[src/rtl/micro_sequencer.sv]
// rtl/micro_sequencer.sv - microprogram sequencer producing the control-ROM address
// Supports conditional branching on ALU flags, opcode mapping and a return-address stack.
module micro_sequencer #(
  parameter int CAR_WIDTH    = 10,
  parameter int OPCODE_WIDTH = 8,
  parameter int MAP_OFFSET   = 4,
  parameter int FETCH_ADDR   = 0,
  parameter int STACK_DEPTH  = 4
) (
  input  logic                            clk,
  input  logic                            reset,
  input  logic                            hlt,
  input  logic [2:0]                      seq_op,
  input  logic [2:0]                      cond_sel,
  input  logic                            cond_pol,
  input  logic [CAR_WIDTH-1:0]            branch_addr,
  input  logic [OPCODE_WIDTH-1:0]         opcode,
  input  logic                            ir_valid,
  input  logic [3:0]                      flags,
  output logic [CAR_WIDTH-1:0]            car,
  output logic [$clog2(STACK_DEPTH):0]    sp,
  output logic                            halted,
  output logic                            stack_ovf,
  output logic                            stack_unf
);

  localparam int SP_W  = $clog2(STACK_DEPTH) + 1;
  localparam int PTR_W = $clog2(STACK_DEPTH);
  localparam int SUM_W = ((OPCODE_WIDTH > CAR_WIDTH) ? OPCODE_WIDTH : CAR_WIDTH) + 1;

  typedef enum logic [2:0] {
    OP_NEXT   = 3'd0,
    OP_JUMP   = 3'd1,
    OP_BRANCH = 3'd2,
    OP_MAP    = 3'd3,
    OP_CALL   = 3'd4,
    OP_RET    = 3'd5,
    OP_FETCH  = 3'd6,
    OP_HOLD   = 3'd7
  } seq_op_e;

  typedef enum logic {
    ST_RUN    = 1'b0,
    ST_HALTED = 1'b1
  } state_e;

  state_e                 state_q, state_d;
  logic [CAR_WIDTH-1:0]   car_q, car_d;
  logic [SP_W-1:0]        sp_q, sp_d;
  logic                   ovf_q, ovf_d;
  logic                   unf_q, unf_d;
  logic [CAR_WIDTH-1:0]   stack_q [STACK_DEPTH];

  logic [CAR_WIDTH-1:0]   next_addr;
  logic [SUM_W-1:0]       map_sum;
  logic [PTR_W-1:0]       push_idx;
  logic [PTR_W-1:0]       pop_idx;
  logic                   push_en;
  logic                   cond_raw;
  logic                   cond;

  assign next_addr = car_q + 1'b1;
  assign map_sum   = SUM_W'(opcode) + SUM_W'(MAP_OFFSET);
  assign push_idx  = sp_q[PTR_W-1:0];
  assign pop_idx   = PTR_W'(sp_q - 1'b1);

  always_comb begin
    cond_raw = 1'b0;
    case (cond_sel)
      3'd0:    cond_raw = 1'b1;
      3'd1:    cond_raw = flags[3];
      3'd2:    cond_raw = flags[2];
      3'd3:    cond_raw = flags[1];
      3'd4:    cond_raw = flags[0];
      default: cond_raw = 1'b0;
    endcase
    cond = cond_raw ^ cond_pol;
  end

  always_comb begin
    state_d = state_q;
    car_d   = car_q;
    sp_d    = sp_q;
    ovf_d   = ovf_q;
    unf_d   = unf_q;
    push_en = 1'b0;
    case (state_q)
      ST_RUN: begin
        // A halt request suppresses the operation sampled on the same edge.
        if (hlt) begin
          state_d = ST_HALTED;
        end else begin
          case (seq_op_e'(seq_op))
            OP_NEXT:   car_d = next_addr;
            OP_JUMP:   car_d = branch_addr;
            OP_BRANCH: car_d = cond ? branch_addr : next_addr;
            OP_MAP:    if (ir_valid) car_d = map_sum[CAR_WIDTH-1:0];
            OP_CALL: begin
              car_d = branch_addr;
              if (sp_q == SP_W'(STACK_DEPTH)) begin
                ovf_d = 1'b1;
              end else begin
                push_en = 1'b1;
                sp_d    = sp_q + 1'b1;
              end
            end
            OP_RET: begin
              if (sp_q == '0) begin
                unf_d = 1'b1;
                car_d = CAR_WIDTH'(FETCH_ADDR);
              end else begin
                car_d = stack_q[pop_idx];
                sp_d  = sp_q - 1'b1;
              end
            end
            OP_FETCH:  car_d = CAR_WIDTH'(FETCH_ADDR);
            default:   car_d = car_q;
          endcase
        end
      end
      default: begin
        if (!hlt) state_d = ST_RUN;
      end
    endcase
  end

  always_ff @(posedge clk or negedge reset) begin
    if (!reset) begin
      state_q <= ST_RUN;
      car_q   <= CAR_WIDTH'(FETCH_ADDR);
      sp_q    <= '0;
      ovf_q   <= 1'b0;
      unf_q   <= 1'b0;
    end else begin
      state_q <= state_d;
      car_q   <= car_d;
      sp_q    <= sp_d;
      ovf_q   <= ovf_d;
      unf_q   <= unf_d;
    end
  end

  // Stack storage is not reset; sp alone defines which entries are live.
  always_ff @(posedge clk) begin
    if (push_en) stack_q[push_idx] <= next_addr;
  end

  assign car       = car_q;
  assign sp        = sp_q;
  assign halted    = (state_q == ST_HALTED);
  assign stack_ovf = ovf_q;
  assign stack_unf = unf_q;

endmodule
[config.mk]
export PLATFORM = sky130hd
export DESIGN_NAME = micro_sequencer
export DESIGN_NICKNAME = d
export VERILOG_FILES = /design/src/rtl/micro_sequencer.sv
export SDC_FILE = /design/constraint.sdc
export NUM_CORES = 1
export LEC_CHECK = 0
export CORE_MARGIN = 1.5
export CORE_UTILIZATION = 50
export CTS_BUF_LIST = sky130_fd_sc_hd__clkbuf_16
export DETAILED_ROUTE_END_ITERATION = 10
export DONT_BUFFER_PORTS = 1
export SLEW_MARGIN = 20
export SYNTH_ARGS = -nofsm -noshare
export SYNTH_HDL_FRONTEND = slang
export SYNTH_SLANG_ARGS = --single-unit
export TNS_END_PERCENT = 50
[constraint.sdc]
create_clock -name clk -period 3.6 [get_ports clk]
set_input_delay 0.9 -clock clk [delete_from_list [all_inputs] [get_ports clk]]
set_output_delay 0.9 -clock clk [all_outputs]
set_load 0.05 [all_outputs]
After elaboration in Yosys (flattened, before gate mapping)
Memory sizes are Yosys's and may differ from the RTL's. Index checks and enable logic that the tools add are counted.

Bits in registers: 16. RAM bits: 40. Bits of input ports: 33. Output and inout port bits: 16. Memories: 1.

Memory list: stack_q (depth 4, width 10, rd ports 1, clocked after Yosys merged registers in 0, write ports 1, line 52) `logic [CAR_WIDTH-1:0] stack_q [STACK_DEPTH];`.

$add $sub $neg: 4. Eq/ne operators: 14. Muxes and demuxes: 15. Bitwise gates (word level): 3. Reductions and logical operators: 10.

Operators by type and width (count): one-hot mux 10 bit (6 select lines) (1); 2-to-1 mux 10 bit (3); == test 3 bit (second input constant) (5); == test 3 x 2 -> 1 bit (second input constant) (4); AND reduction 4 bit (3); adder 10 x 1 -> 10 bit (second input constant) (1); adder 8 x 3 -> 9 bit (second input constant) (1); zero test 3 bit (3); 2-to-1 mux 1 bit (7); == test 3 x 1 -> 1 bit (second input constant) (2); 2-to-1 mux 3 bit (2); inequality test 2 bit (second input constant) (3); one-hot mux 3 bit (2 select lines) (1); nonzero test 6 bit (1); one-hot mux 1 bit (5 select lines) (1); AND reduction 5 bit (1); adder 3 x 1 -> 3 bit (second input constant) (1); subtractor 3 x 1 -> 3 bit (second input constant) (1); NOT 1 bit (2); nonzero test 2 bit (1); OR reduction 2 bit (1); XOR 1 bit (1).

Logic depth before layout (Yosys ltp)
Word-level depth: 7. Depth in mapped cells: 9. Mapped depth without buffers: 7.

Least setup slack after synthesis
Ideal clock, no wire load.

Kind: register to register. From: reg sp_q[0], in the netlist sp[0]. To: reg car_q[3], in the netlist car[3]. Data arrival time: 2.998 ns. Data required time: 3.474 ns. Path slack: 0.476 ns. Cell stages (with the launch flop): 9. Buffers on the path: 2. Clock period less this slack: 3.124 ns. Path through: dfrtp_1 -> buf_1 -> inv_1 -> ha_1 -> clkbuf_1 -> mux4_2 -> a221o_1 -> a221oi_1 -> nor2_1.

Word-level cells in the longest chain between the ends: 4.

RTL lines: start: declaration (line 49) `logic [SP_W-1:0] sp_q, sp_d;`; start signal: assignment (line 137) `sp_q <= sp_d;`; subtractor 3 x 1 -> 3 bit; memory (4 x 10 bit); 2-to-1 mux 10 bit (*) (line 108) `if (sp_q == '0) begin`; one-hot mux 10 bit (6 select lines) (*) (line 93) `case (seq_op_e'(seq_op))`; end signal: assignment (line 130) `car_q <= CAR_WIDTH'(FETCH_ADDR);`; end signal: assignment (line 136) `car_q <= car_d;`; end: declaration (line 48) `logic [CAR_WIDTH-1:0] car_q, car_d;`.

Every way passes the cells marked *; elsewhere a longest branch is shown, timed or not. A chain may end at the register's enable or synchronous reset.

Final worst setup path
From: reg sp_q[1], in the netlist sp[1]. To: reg car_q[3], in the netlist car[3].

Same word-level chain as after synthesis.

==> PnR_summary.wiki <==
{| class="wikitable"
! Metric !! Value
|-
| Number of violations of the max-capacitance limit || 0
|-
| Total wirelength of the detailed-routed design || 6500 µm
|-
| RSZ-0062 raised after global routing || false
|-
| GRT overflow || 0
|-
| Number of fillers in the final layout || 455
|-
| Critical path cell sequence || inv_1 > ha_1 > mux4_2 > a221o_1 > a221oi_1 > nor2_1
|-
| Max Transition Viols Final || 0
|-
| Reported leakage power || 1.04 nW
|-
| Antenna cells || 0
|-
| Clock network latency to the later pin of the worst-skew pair || 0.29 ns
|-
| Path category of the worst min-delay check || in -> async
|-
| Power Density || 703 nW/µm²
|-
| First element of the critical path || sp[1]
|-
| Number of buffers added by the clock tree synthesis step || 5
|-
| Biggest fanout along the worst timing path || 11
|-
| Yosys synthesis warning count || 0
|-
| Endpoint class of the critical path || register
|-
| First-pass GRT wire length || 9900 µm
|-
| Number of antenna violations at the first check in global routing || 0
|-
| Row Count || 27
|-
| Slew headroom || 0.399
|-
| Area leader, netlist || edfxtp_1
|-
| Clock tree sinks || 56
|-
| Floorplan core area || 5440 µm²
|-
| Setup TNS || 0 ns
|-
| Total of cells resized after clock tree synthesis || 0
|-
| Share of synthesized registers carrying an async set or reset || 0.286
|-
| Highest attainable clock frequency || 369 MHz
|-
| Maximum clock insertion buffer count || 2
|-
| Total Routing Usage GR || 0.226
|-
| Prevailing post-synth register cell || edfxtp_1
|-
| Post-detailed-placement half-perimeter wirelength || 4620 µm
|-
| Initial Utilization || 0.515
|-
| Uppermost layer routed || met4
|-
| Area grow syn2layout || 8.22%
|-
| Met1 layer wirelength in the final routing || 2560 µm
|-
| Start of the worst register-to-register path || sp[1]
|-
| Critical Path Slowest Stage Cell || ha_1
|-
| CTS tree || yes
|-
| Post-CTS Setup Repair Bufs || 0
|-
| Chip Height || 77.8 µm
|-
| Vias/cell || 6.08
|-
| Overall power consumption || 2.13 mW
|-
| Starting DRC count in detailed routing || 95
|-
| Category of the worst setup path launch point || register
|-
| Met3 Routed Length || 576 µm
|-
| Slew at the pin closest to its max-slew limit || 0.901 ns
|-
| Area used by sequential logic in the layout || 1600 µm²
|-
| Detail-routed net length per standard cell || 21.8 µm
|-
| Buffers added on ports || 0
|-
| Netlist cell types || 41
|-
| Post-Syn Area || 2800 µm²
|-
| DIE AREA || 6060 µm²
|-
| Ratio of cells with drive above 1 in the final layout || 0.115
|-
| Arrival time reported for the critical path endpoint || 2.88 ns
|-
| Peak ir drop on the vdd network || 0.288 mV
|-
| Post-layout nets || 265
|-
| Final setup violation count || 0
|-
| Number of remaining DRC errors || 0
|-
| Area used by multi-input combinational logic || 1140 µm²
|-
| Syn Nets || 262
|-
| Clock-pin slew on the worst setup and hold paths || 0.07 ns
|-
| Tcrit/Tclk final || 0.752
|-
| Number of global-route vias before repair || 1,847
|-
| Pin count of the biggest net entering global routing || 19
|-
| Max stage delay on crit path || 0.71 ns
|-
| Share of the core filled with cells || 0.557
|-
| Number of synthesized flops with an enable pin || 40
|-
| Final number of hold-violating endpoints || 0
|-
| Die Width || 77.8 µm
|-
| Register bit count reported by yosys || 56
|-
| Largest cells by area after synthesis || edfxtp_1 43%, dfrtp_1 14%, mux4_2 8.0%
|-
| Result of the run || finished clean
|-
| Fraction of the yosys area taken by sequential cells || 0.572
|-
| Largest clock skew in the final design || 0.00676 ns
|-
| Type of the worst setup path || reg -> reg
|-
| Hold buffer count at CTS || 0
|-
| Weighted congestion at the end of routability-driven global placement || 0.822
|-
| Detailed Routing Iterations Pass 1 || 4
|-
| Antenna-violating nets left || 0
|-
| H-tree depth || 2
|-
| Root buffer cell || clkbuf_16
|-
| I/O pin cnt || 49
|-
| Minimum clock period || 2.71 ns
|-
| Post-Syn Area per Cell || 12.6 µm²
|-
| Synthesized instance count || 222
|-
| Detailed-routed wire length on met2 || 3310 µm
|-
| Total number of vias || 1,813
|-
| CP required || 3.77 ns
|-
| Yosys top cell area share || 0.429
|}
[critical path: cells and delay by family (launching register included)]
kind | cells | cell delay (ns)
mux | 1 | 0.40
simple gates | 1 | 0.07
buf+inv | 1 | 0.19
flops | 1 | 0.69
fa+ha+maj | 1 | 0.71
compound gates | 2 | 0.53
[cell type report]
| class | count | area share |
|---|---|---|
| clock inverters | 3 | 0.00743 |
| inverters | 9 | 0.0111 |
| flip-flops and latches | 56 | 0.528 |
| well taps | 72 | 0.0297 |
| repair buffers | 2 | 0.00495 |
| clock buffers | 5 | 0.0413 |
| multi-input cells | 151 | 0.377 |
[through the flow]
step           cell area (µm²)  std cells  hold WS, ns  worst slack [ns]
6_report                  3030        298        0.292             0.892
5_1_grt                   3030        298        0.278             0.746
4_1_cts                   3030        298        0.289             0.892
3_5_place_dp              2880        290        0.605             0.824
3_3_place_gp              2880        290        0.589             0.960
2_1_floorplan             2800        222        0.604             0.476
[per-layer routing]
metal,track usage,up-vias
li1,-,850
met5,0,-
met4,0.0636,0
met3,0.0682,4
met1,0.272,877
met2,0.390,82
[path summary, 6_finish.rpt]
check / to / slack (ns) / depth (start not counted)
setup / recovery: car[3] / 0.89 / 6
hold / removal: car[8] / 0.29 / 0
setup reg to reg: car[3] / 0.89 / 6
hold reg to reg: sp[0] / 0.63 / 2
max in group asynchronous: car[3] / 3.23 / 0
min in group clk: sp[0] / 0.63 / 2
[state kept, by name (all words and copies together), names as in the netlist]
name       flops
stack_q       40
car           10
sp             3
halted         1
stack_ovf      1
stack_unf      1
[cell families (layout without fill, tap and decap cells)]
| kind of cell | Yosys count | after routing | share of synthesized area |
|---|---|---|---|
| and+or+nand+nor | 69 | 69 | 0.118 |
| DFF | 56 | 56 | 0.572 |
| AOI/OAI and AO/OA | 43 | 43 | 0.108 |
| xor gates and xnor gates | 19 | 19 | 0.0594 |
| buffers and inverters | 15 | 19 | 0.0201 |
| muxes | 13 | 13 | 0.0920 |
| adders and majority gates | 7 | 7 | 0.0313 |
[cell usage in the layout, fill, tap and decap left out, types with 2 or more instances in the layout]
| cell type | n |
|---|---|
| o221ai_1 | 2 |
| dfrtp_1 | 16 |
| ha_1 | 7 |
| a21oi_1 | 7 |
| nand3_1 | 15 |
| xor2_1 | 2 |
| nor3b_1 | 2 |
| a31oi_1 | 6 |
| edfxtp_1 | 40 |
| nor2_1 | 18 |
| a221o_1 | 3 |
| buf_4 | 2 |
| and3_1 | 3 |
| mux2_2 | 2 |
| o21ai_0 | 8 |
| clkbuf_16 | 5 |
| mux4_2 | 10 |
| a22oi_1 | 2 |
| and2_1 | 4 |
| nand2_1 | 19 |
| xnor2_1 | 17 |
| o21ai_1 | 2 |
| inv_1 | 9 |
| a221oi_1 | 5 |
[cell usage after synthesis, drive strengths merged (7+ instances only)]
master	n
ha	7
nand3	15
dfrtp	16
nand2	19
edfxtp	40
inv	9
nor2	18
a21oi	7
xnor2	17
mux4	10
o21ai	10
[report_power, final]
group / internal, mW / switching, mW / leakage, nW / total [mW]
sequential: 0.794 / 0.221 / 0.541 / 1.02
combinational: 0.270 / 0.360 / 0.432 / 0.630
clock: 0.261 / 0.224 / 0.0694 / 0.485
total: 1.33 / 0.805 / 1.04 / 2.13
No activity file was read; power rests on OpenSTA's default activity.
